[config.mk]
export PLATFORM = sky130hd
export DESIGN_NAME = scroll_banner_ctrl_flat
export DESIGN_NICKNAME = d
export VERILOG_FILES = /design/src/rtl/scroll_banner_ctrl_pkg.sv /design/src/rtl/scroll_banner_ctrl_if.sv /design/src/rtl/scroll_banner_ctrl_sseg_mux_drv.sv /design/src/rtl/scroll_banner_ctrl.sv /design/src/flat_wrapper.sv
export SDC_FILE = /design/constraint.sdc
export NUM_CORES = 1
export LEC_CHECK = 0
export BUFFER_PORTS_ARGS = -buffer_cell sky130_fd_sc_hd__buf_2
export CAP_MARGIN = 40
export CORE_MARGIN = 8
export CORE_UTILIZATION = 48
export CTS_CLUSTER_SIZE = 30
export DETAILED_ROUTE_END_ITERATION = 16
export HOLD_SLACK_MARGIN = 0.15
export PLACE_DENSITY_LB_ADDON = 0.3
export SYNTH_ARGS = -nofsm -noshare
export SYNTH_HDL_FRONTEND = slang
export SYNTH_SLANG_ARGS = --single-unit
[constraint.sdc]
create_clock -name clk -period 5.35 [get_ports clk]
set_clock_uncertainty 0.05 [all_clocks]
set_input_delay 0.2675 -clock clk [delete_from_list [all_inputs] [get_ports clk]]
set_output_delay 0.2675 -clock clk [all_outputs]
set_load 0.02 [all_outputs]
[src/rtl/scroll_banner_ctrl_pkg.sv]
// Shared constants for the scrolling banner: hex-to-segment table,
// blank pattern and scroll mode encodings.
package banner_pkg;

  localparam logic [6:0] SSEG_BLANK = 7'h7F;

  localparam logic MODE_WRAP   = 1'b0;
  localparam logic MODE_BOUNCE = 1'b1;

  // Active-low {g,f,e,d,c,b,a}, indexed by hex digit value.
  localparam logic [6:0] HEX7SEG [16] = '{
    7'h40, 7'h79, 7'h24, 7'h30, 7'h19, 7'h12, 7'h02, 7'h78,
    7'h00, 7'h10, 7'h08, 7'h03, 7'h46, 7'h21, 7'h06, 7'h0E
  };

endpackage

[src/rtl/scroll_banner_ctrl_if.sv]
// Control and display bundle of the scrolling banner. The controller
// attaches through the slave modport, whoever drives it uses master.
interface scroll_banner_ctrl_if #(
  parameter int N_MSG  = 10,
  parameter int N_DISP = 4
);

  localparam int PW = (N_MSG > 1) ? $clog2(N_MSG) : 1;

  logic                 en;
  logic                 dir;
  logic                 mode;
  logic                 load;
  logic [4*N_MSG-1:0]   msg;
  logic [N_DISP-1:0]    an;
  logic [6:0]           sseg;
  logic [PW-1:0]        pos;
  logic                 scroll_tick;

  modport master (
    output en, dir, mode, load, msg,
    input  an, sseg, pos, scroll_tick
  );

  modport slave (
    input  en, dir, mode, load, msg,
    output an, sseg, pos, scroll_tick
  );

endinterface

[src/rtl/scroll_banner_ctrl_sseg_mux_drv.sv]
// Display multiplexer: walks one digit at a time across the display,
// holding each for REFRESH_DIV clocks, and registers anode/segment drive.
module sseg_mux_drv
  import banner_pkg::*;
#(
  parameter int N_DISP      = 4,
  parameter int REFRESH_DIV = 50_000
) (
  input  logic                clk,
  input  logic                reset,
  input  logic [4*N_DISP-1:0] digits,
  output logic [N_DISP-1:0]   an,
  output logic [6:0]          sseg
);

  localparam int RW = (REFRESH_DIV > 1) ? $clog2(REFRESH_DIV) : 1;
  localparam int IW = (N_DISP > 1) ? $clog2(N_DISP) : 1;
  localparam logic [RW-1:0] RMAX = RW'(REFRESH_DIV - 1);
  localparam logic [IW-1:0] IMAX = IW'(N_DISP - 1);

  logic [RW-1:0] rcnt;
  logic [IW-1:0] idx;

  // Refresh counter; the lit digit advances each time it wraps.
  always_ff @(posedge clk or posedge reset) begin
    if (reset) begin
      rcnt <= '0;
      idx  <= '0;
    end else if (rcnt == RMAX) begin
      rcnt <= '0;
      idx  <= (idx == IMAX) ? '0 : idx + 1'b1;
    end else begin
      rcnt <= rcnt + 1'b1;
    end
  end

  // Anode and segment registers update together so no ghosting occurs.
  always_ff @(posedge clk or posedge reset) begin
    if (reset) begin
      an   <= '1;
      sseg <= SSEG_BLANK;
    end else begin
      an   <= ~(N_DISP'(1) << idx);
      sseg <= HEX7SEG[digits[4*int'(idx) +: 4]];
    end
  end

endmodule

[src/rtl/scroll_banner_ctrl.sv]
// Scrolling hex banner: message register, scroll prescaler, wrap/bounce
// position FSM and window selection feeding the display multiplexer.
module scroll_banner_ctrl
  import banner_pkg::*;
#(
  parameter int N_MSG       = 10,
  parameter int N_DISP      = 4,
  parameter int TICK_DIV    = 25_000_000,
  parameter int REFRESH_DIV = 50_000
) (
  input  logic                 clk,
  input  logic                 reset,
  scroll_banner_ctrl_if.slave  bus
);

  localparam int PW = (N_MSG > 1) ? $clog2(N_MSG) : 1;
  localparam int TW = $clog2(TICK_DIV);
  localparam logic [TW-1:0] TMAX  = TW'(TICK_DIV - 1);
  localparam logic [PW-1:0] PLAST = PW'(N_MSG - 1);
  localparam logic [PW-1:0] PMAX  = PW'(N_MSG - N_DISP);

  localparam logic [0:0] BDIR_UP   = 1'b0;
  localparam logic [0:0] BDIR_DOWN = 1'b1;

  if (N_MSG < N_DISP) begin : g_bad_nmsg
    $error("scroll_banner_ctrl: N_MSG must be >= N_DISP");
  end
  if (TICK_DIV < 2) begin : g_bad_tick
    $error("scroll_banner_ctrl: TICK_DIV must be >= 2");
  end

  logic [4*N_MSG-1:0]  msg_reg;
  logic [TW-1:0]       presc;
  logic [PW-1:0]       pos;
  logic [0:0]          bdir;
  logic [PW-1:0]       pos_nxt;
  logic [0:0]          bdir_nxt;
  logic                tick;
  logic [4*N_DISP-1:0] window;

  // A load in the same cycle suppresses the step.
  assign tick = bus.en && (presc == TMAX) && !bus.load;

  // Message capture and scroll prescaler.
  always_ff @(posedge clk or posedge reset) begin
    if (reset) begin
      msg_reg <= '0;
      presc   <= '0;
    end else if (bus.load) begin
      msg_reg <= bus.msg;
      presc   <= '0;
    end else if (bus.en) begin
      presc <= (presc == TMAX) ? '0 : presc + 1'b1;
    end
  end

  // Next scroll position for wrap and bounce modes.
  always_comb begin
    pos_nxt  = pos;
    bdir_nxt = bdir;
    if (bus.mode == MODE_WRAP) begin
      if (bus.dir) pos_nxt = (pos == '0)    ? PLAST : pos - PW'(1);
      else         pos_nxt = (pos == PLAST) ? '0    : pos + PW'(1);
    end else if (PMAX == '0) begin
      pos_nxt = '0;
    end else if (pos > PMAX) begin
      pos_nxt  = PMAX;
      bdir_nxt = BDIR_DOWN;
    end else if (bdir == BDIR_UP) begin
      if (pos == PMAX) begin
        pos_nxt  = PMAX - PW'(1);
        bdir_nxt = BDIR_DOWN;
      end else begin
        pos_nxt = pos + PW'(1);
      end
    end else begin
      if (pos == '0) begin
        pos_nxt  = PW'(1);
        bdir_nxt = BDIR_UP;
      end else begin
        pos_nxt = pos - PW'(1);
      end
    end
  end

  // Position/bounce-direction state, reset to the start by load.
  always_ff @(posedge clk or posedge reset) begin
    if (reset) begin
      pos  <= '0;
      bdir <= BDIR_UP;
    end else if (bus.load) begin
      pos  <= '0;
      bdir <= BDIR_UP;
    end else if (tick) begin
      pos  <= pos_nxt;
      bdir <= bdir_nxt;
    end
  end

  // Display digit i shows message digit (pos+i) mod N_MSG; pos < N_MSG and
  // i < N_DISP <= N_MSG, so a single subtraction is enough for the modulo.
  always_comb begin
    int unsigned k;
    window = '0;
    k      = 0;
    for (int unsigned i = 0; i < N_DISP; i++) begin
      k = 32'(pos) + i;
      if (k >= 32'(N_MSG)) k = k - 32'(N_MSG);
      window[4*i +: 4] = msg_reg[4*k +: 4];
    end
  end

  assign bus.pos         = pos;
  assign bus.scroll_tick = tick;

  sseg_mux_drv #(
    .N_DISP      (N_DISP),
    .REFRESH_DIV (REFRESH_DIV)
  ) u_mux (
    .clk    (clk),
    .reset  (reset),
    .digits (window),
    .an     (bus.an),
    .sseg   (bus.sseg)
  );

endmodule

[src/flat_wrapper.sv]
// flat-port wrapper written by rule: the top's interface ports become plain ports
module scroll_banner_ctrl_flat import banner_pkg::*;
#(
  parameter int N_MSG       = 10,
  parameter int N_DISP      = 4,
  parameter int TICK_DIV    = 25_000_000,
  parameter int REFRESH_DIV = 50_000
)
  (clk, reset, bus_en, bus_dir, bus_mode, bus_load, bus_msg, bus_an, bus_sseg, bus_pos, bus_scroll_tick);
  scroll_banner_ctrl_if #(.N_MSG(N_MSG), .N_DISP(N_DISP)) bus_i ();
  input  logic clk;
  input  logic reset;
  input wire logic [$bits(bus_i.en)-1:0] bus_en;
  input wire logic [$bits(bus_i.dir)-1:0] bus_dir;
  input wire logic [$bits(bus_i.mode)-1:0] bus_mode;
  input wire logic [$bits(bus_i.load)-1:0] bus_load;
  input wire logic [$bits(bus_i.msg)-1:0] bus_msg;
  output wire logic [$bits(bus_i.an)-1:0] bus_an;
  output wire logic [$bits(bus_i.sseg)-1:0] bus_sseg;
  output wire logic [$bits(bus_i.pos)-1:0] bus_pos;
  output wire logic [$bits(bus_i.scroll_tick)-1:0] bus_scroll_tick;
  assign bus_i.en = bus_en;
  assign bus_i.dir = bus_dir;
  assign bus_i.mode = bus_mode;
  assign bus_i.load = bus_load;
  assign bus_i.msg = bus_msg;
  assign bus_an = bus_i.an;
  assign bus_sseg = bus_i.sseg;
  assign bus_pos = bus_i.pos;
  assign bus_scroll_tick = bus_i.scroll_tick;
  scroll_banner_ctrl #(.N_MSG(N_MSG), .N_DISP(N_DISP), .TICK_DIV(TICK_DIV), .REFRESH_DIV(REFRESH_DIV)) u_core (.clk(clk), .reset(reset), .bus(bus_i));
endmodule
Yosys cells after proc, flatten, opt, wreduce, memory -nomap -nowiden. Memories as Yosys holds them, arrays and structs flattened. A register that Yosys moved wholly into a read port is not among the register bits. Index checks and enable logic that the tools add are counted.

Bits in registers: 92. Latch bits: 0. RAM bits: 0. Bits in read-only memories: 112. Input port bits: 46. Output and inout bits: 16. Word-level logic and storage cells: 72. Memories kept: 1.

Memory list: (no name shown) (depth 16, bits a word 7, read ports 1, clocked after Yosys merged registers in 1, wr ports 0, line scroll_banner_ctrl_sseg_mux_drv.sv:44) `sseg <= HEX7SEG[digits[4*int'(idx) +: 4]];`.

Add/sub/neg operators: 12. $mul: 0. Div/mod/pow operators: 0. Magnitude comparators: 5. Eq/ne operators: 5. Shift-type cells: 6. Muxes and demuxes: 26. Bitwise logic cells: 2. Reductions and logical operators: 8.

Operators with widths (number): indexed part select 40 x 33 -> 4 bit (4); two-way mux 30 bit (4); greater-or-equal comparator 32 x 4 -> 1 bit, second input constant (3); subtractor 30 x 4 -> 30 bit, second input constant (3); two-way mux 25 bit (3); two-way mux 4 bit (10); adder 25 x 1 -> 25 bit, second input constant (1); equality test 25 bit, second input constant (1); adder 16 x 1 -> 16 bit, second input constant (1); equality test 16 bit, second input constant (1); two-way mux 16 bit (1); indexed part select 16 x 5 -> 4 bit (1); adder 4 x 2 -> 5 bit, second input constant (2); two-way mux 1 bit (7); nonzero test 2 bit (3); adder 4 x 1 -> 5 bit, second input constant (1); NOT 4 -> 5 bit (1); subtractor 4 x 4 -> 5 bit, second input constant (1); adder 4 x 1 -> 4 bit, second input constant (1); equality test 4 x 3 -> 1 bit, second input constant (1); equality test 4 bit, second input constant (1); greater-or-equal comparator 4 bit, second input constant (1); > comparator 4 x 3 -> 1 bit, second input constant (1); logical NOT 4 bit (1); 9 further kinds (10).

Longest topological paths before layout.
Depth after elaboration: 7. Mapped depth: 21. Depth with buffers taken out: 18.

Hierarchy. A second synthesis with hierarchy kept.

Cell total of the unflattened synthesis: 696. Area, all modules: 6897.9 um2.

Modules (own cells, without submodules): scroll_banner_ctrl (instances 1, cells an instance 562, area each 5350.1 um2, seq. area each 1751.7 um2); sseg_mux_drv (instances 1, cells an instance 134, area each 1547.7 um2, seq. area each 739.5 um2).

Worst setup path after synthesis. Ideal clock, no wire load.

Path kind: reg-to-reg. From: register u_core.pos[1], in the netlist u_core.bus.pos[1]. To: register u_core.u_mux.sseg[5]. Library setup time: 83 ps. Arrival: 4550 ps. Required time: 5217 ps. Path slack: 667 ps. Cell stages (with the launch flop): 19. Path buffers: 2. Clock period less this slack: 4683 ps. Path through: dfrtp_1 > clkbuf_1 > inv_1 > ha_1 > nand2b_1 > o21ai_0 > ha_1 > clkbuf_1 > nor2b_1 > a22o_1 > a222oi_1 > mux4_2 > nand3_1 > a41oi_1 > o32ai_1 > inv_1 > ha_1 > mux2i_1 > o22ai_1.

Word-level cells in the longest chain between the ends: 6. Elaborated cells on any way between the ends: 21. Those cells by class: 7 x add/sub; 4 x order compare; 5 x shift; 4 x mux; 1 x bitwise.

RTL lines: start: declaration (line scroll_banner_ctrl.sv:34) `logic [PW-1:0] pos;`; start signal: assignment (line scroll_banner_ctrl.sv:95) `pos <= pos_nxt;`; adder 4 x 1 -> 5 bit or adder 4 x 2 -> 5 bit (tied branches) (line scroll_banner_ctrl.sv:107) `k = 32'(pos) + i;`; subtractor 30 x 4 -> 30 bit or greater-or-equal comparator 32 x 4 -> 1 bit (tied branches) (line scroll_banner_ctrl.sv:108) `if (k >= 32'(N_MSG)) k = k - 32'(N_MSG);`; two-way mux 30 bit (line scroll_banner_ctrl.sv:108); indexed part select 40 x 33 -> 4 bit (line scroll_banner_ctrl.sv:109) `window[4*i +: 4] = msg_reg[4*k +: 4];`; indexed part select 16 x 5 -> 4 bit (*) (line scroll_banner_ctrl_sseg_mux_drv.sv:44); NOT 4 -> 5 bit (implied by the code) (*) (line scroll_banner_ctrl_sseg_mux_drv.sv:44); end: declaration (line scroll_banner_ctrl_sseg_mux_drv.sv:13) `output logic [6:0] sseg`.

Every way passes the cells marked *; elsewhere a longest branch is shown, timed or not. A chain may end at the register's enable or synchronous reset.

Final worst setup path.
From: register u_core.pos[0], in the netlist u_core.bus.pos[0]. To: register u_core.u_mux.sseg[5].

The elaborated chain is that of the path after synthesis.

==> flow_summary.ini <==
[outcome]
status = completed

[layout]
largest_register_ffs = 40
drive_above_1_share = 0.217
area_delta_synth_final_pct = 15.7
final_area_um2 = 8850
diodes = 0
fin_nets = 979

[grt]
antenna_found_initial = 0
grt_max_degree = 53
grt_pass1_wl_mm = 34.9
grt_use_total = 0.216
globalRouteOverflowTotal = 0
grt_pass1_vias = 6706

[detailed_routing]
route.detailed.drc = 0
dr.pass1.iters = 5
routedWlPerCell_um = 19.0
viasPerCell = 6.19
routed_wl_mm = 21.3
ant_nets = 0
via_count = 6953
drt-initial-drc-count = 635

[clocking]
cts_tree = done
cts_setup_buffers = 0
clk_latency_ps = 360
cts_buffers = 9
postCtsHoldBufs = 41
cts.sinks = 99
clockBufferDepth = 2
ctsResizeCount = 0
cts_root_buffer = clkbuf_16
cts_htree_levels = 3
clkTransAtPathRegs_ps = 70

[floorplan]
start_util = 0.487
ios = 62
die_x_um = 142
die_area_um2 = 20200
die_y_um = 142
row_count = 46
core_area_um2 = 15700

[min_path]
min_path_cells = 2
hold_class = input port to register

[setup_path]
cp_data_required_time_ps = 5580
critPathSlowestCell = o32ai_1
crit_path_start_kind = register
path_depth = 17
crit_path_max_incr_delay_ps = 800
end_kind = register
crit_path_max_fanout = 52
worstSetupPathType = register to register
worstPathBufferInverterCount = 4
r2r_cells = 17
cp_top_family = compound AO/OA/AOI/OAI gates
crit_arrival_ps = 5140
cp_cell_sequence = buf_4, nand2_1, xnor2_1, buf_4, o21ai_0, ha_1, inv_1, a221oi_4, xnor2_2, o22ai_1, a32oi_1, a211oi_1, o32ai_1, inv_1, ha_1, mux2i_1, o22ai_1

[synthesis]
ys.flop_type = dfrtp_1
netlist.area_leader.share = 0.288
synth_top_area_cell = dfrtp_1
synth_fp_nets = 893
synth_seq_cells = 99
avgSynthCellArea_um2 = 9.36
yosys_warnings = 0
synth_area_um2 = 7650
synthCells = 817
yosys-top-cells-area = dfrtp_1 (29%), mux2_2 (8.2%), mux2i_1 (5.0%), ha_1 (4.9%), dfstp_2 (3.8%)
synth_cell_type_count = 94
synth-edff-count = 0
yosysSeqAreaShare = 0.326
ys_async_sr_fraction = 1.00

[run]
maxCapViolCount = 0

[sta]
slew_headroom = 0.400
hold_violations = 0
finalCritPeriodShare = 0.919
holdWs_ps = 206
rsz0062_at_grt = false
tns_ps = 0
worst_pin_slew_ps = 897
drv_slew = 0
period_needed_ps = 4910
setup_violations = 0
fmax_mhz = 203

[place]
io_buffers = 61
place_area_um2 = 8140
gp_congestion = 0.976
place_hpwl_mm = 15.2

[power]
p_per_area_nw_per_um2 = 203
peakVddDrop_uv = 156
cellLeakagePower_nw = 3.73
[cells in the mapped netlist, types with 11 or more instances]
| library cell | count |
|---|---|
| dfrtp_1 | 88 |
| nor2_1 | 64 |
| nand2_1 | 60 |
| mux2_2 | 56 |
| o21ai_0 | 54 |
| mux2i_1 | 38 |
| nand3_1 | 37 |
| inv_1 | 33 |
| ha_1 | 30 |
| a21oi_1 | 28 |
| clkbuf_1 | 20 |
| and3_1 | 17 |
| nor3_1 | 15 |
| xor2_1 | 15 |
| xnor2_1 | 14 |
| a31oi_1 | 13 |
| buf_2 | 13 |
| nand4_1 | 12 |
| dfstp_2 | 11 |
| mux4_2 | 11 |
[area by class of cell]
class | count | area [um2]
clock buffers | 11 | 243
clock inverters | 5 | 60.1
fillers | 1361 | 6860
inverters | 35 | 136
multi-input cells | 643 | 4830
flip-flops and latches | 99 | 2490
well taps | 216 | 270
repair buffers | 115 | 813
[routing by layer]
layer / track usage / part of all wire
met1: 0.279 / 0.43
met3: 0.0584 / 0.081
met2: 0.338 / 0.46
met4: 0.0814 / 0.026
met5: 0 / 0
[stage by stage]
| step | std cells | power (mW) | setup slack [ps] | utilization |
|---|---|---|---|---|
| 5_1_grt | 1124 | 1.87 | 85.3 | 0.563 |
| 3_3_place_gp | 1066 | 1.09 | 644 | 0.517 |
| 2_1_floorplan | 817 | 1.02 | 667 | - |
| 3_5_place_dp | 1067 | 1.10 | 493 | 0.518 |
| 6_report | 1124 | 1.79 | 435 | 0.563 |
| 4_1_cts | 1124 | 1.81 | 453 | 0.563 |
[cell families (layout without fill, tap and decap cells)]
logic type / Yosys count / in the layout / synth area share
simple gates: 286 / 286 / 0.199
buf+inv: 75 / 166 / 0.0427
fa+ha+maj: 30 / 30 / 0.0491
mux: 106 / 106 / 0.168
xor+xnor: 31 / 31 / 0.0389
flops: 99 / 99 / 0.326
compound gates: 190 / 190 / 0.177
[power by group]
group          switching, mW  total [mW]  leakage (nW)  internal (mW)
Combinational          0.138       0.273          2.34          0.135
Clock                  0.299       0.677         0.147          0.378
Sequential            0.0461       0.844          1.24          0.798
[worst register-to-register path: stages, from the launching register on]
cell	delay, ps
dfrtp_2	530
buf_4	600
nand2_1	290
xnor2_1	210
buf_4	170
o21ai_0	80
ha_1	240
inv_1	110
a221oi_4	320
xnor2_2	260
o22ai_1	160
a32oi_1	170
a211oi_1	70
o32ai_1	800
inv_1	200
ha_1	320
mux2i_1	170
o22ai_1	90
[path summary, 6_finish.rpt]
path | start | end | slack (ps)
setup reg to reg | u_core.bus.pos[0] | u_core.u_mux.sseg[5] | 440
hold / removal | bus_load | u_core.presc[10] | 210
min in group asynchronous | reset | u_core.msg_reg[6] | 510
max in group asynchronous | reset | u_core.bus.pos[0] | 3630
setup / recovery | u_core.bus.pos[0] | u_core.u_mux.sseg[5] | 440
hold reg to reg | u_core.u_mux.rcnt[0] | u_core.u_mux.rcnt[0] | 410
[layout by cell type (no fill, tap or decap), types with 5 or more instances in the layout]
cell type      count
a211oi_1           9
a21o_1             9
a21oi_1           28
a31oi_1           13
a32oi_1            5
and2_1             8
and3_1            17
buf_2             61
buf_4             13
clkbuf_16          9
dfrtp_1           87
dfstp_2           11
dlygate4sd3_1     41
ha_1              30
inv_1             32
mux2_2            56
mux2i_1           38
mux4_2            11
nand2_1           60
nand2b_1           8
nand3_1           37
nand4_1           12
nor2_1            64
nor2b_1            8
nor3_1            15
nor3b_1            7
nor4_1             9
o2111ai_1          6
o211a_1            6
o21ai_0           54
o22ai_1            6
xnor2_1           14
xor2_1            15
Power figures use the tool's default switching activity.
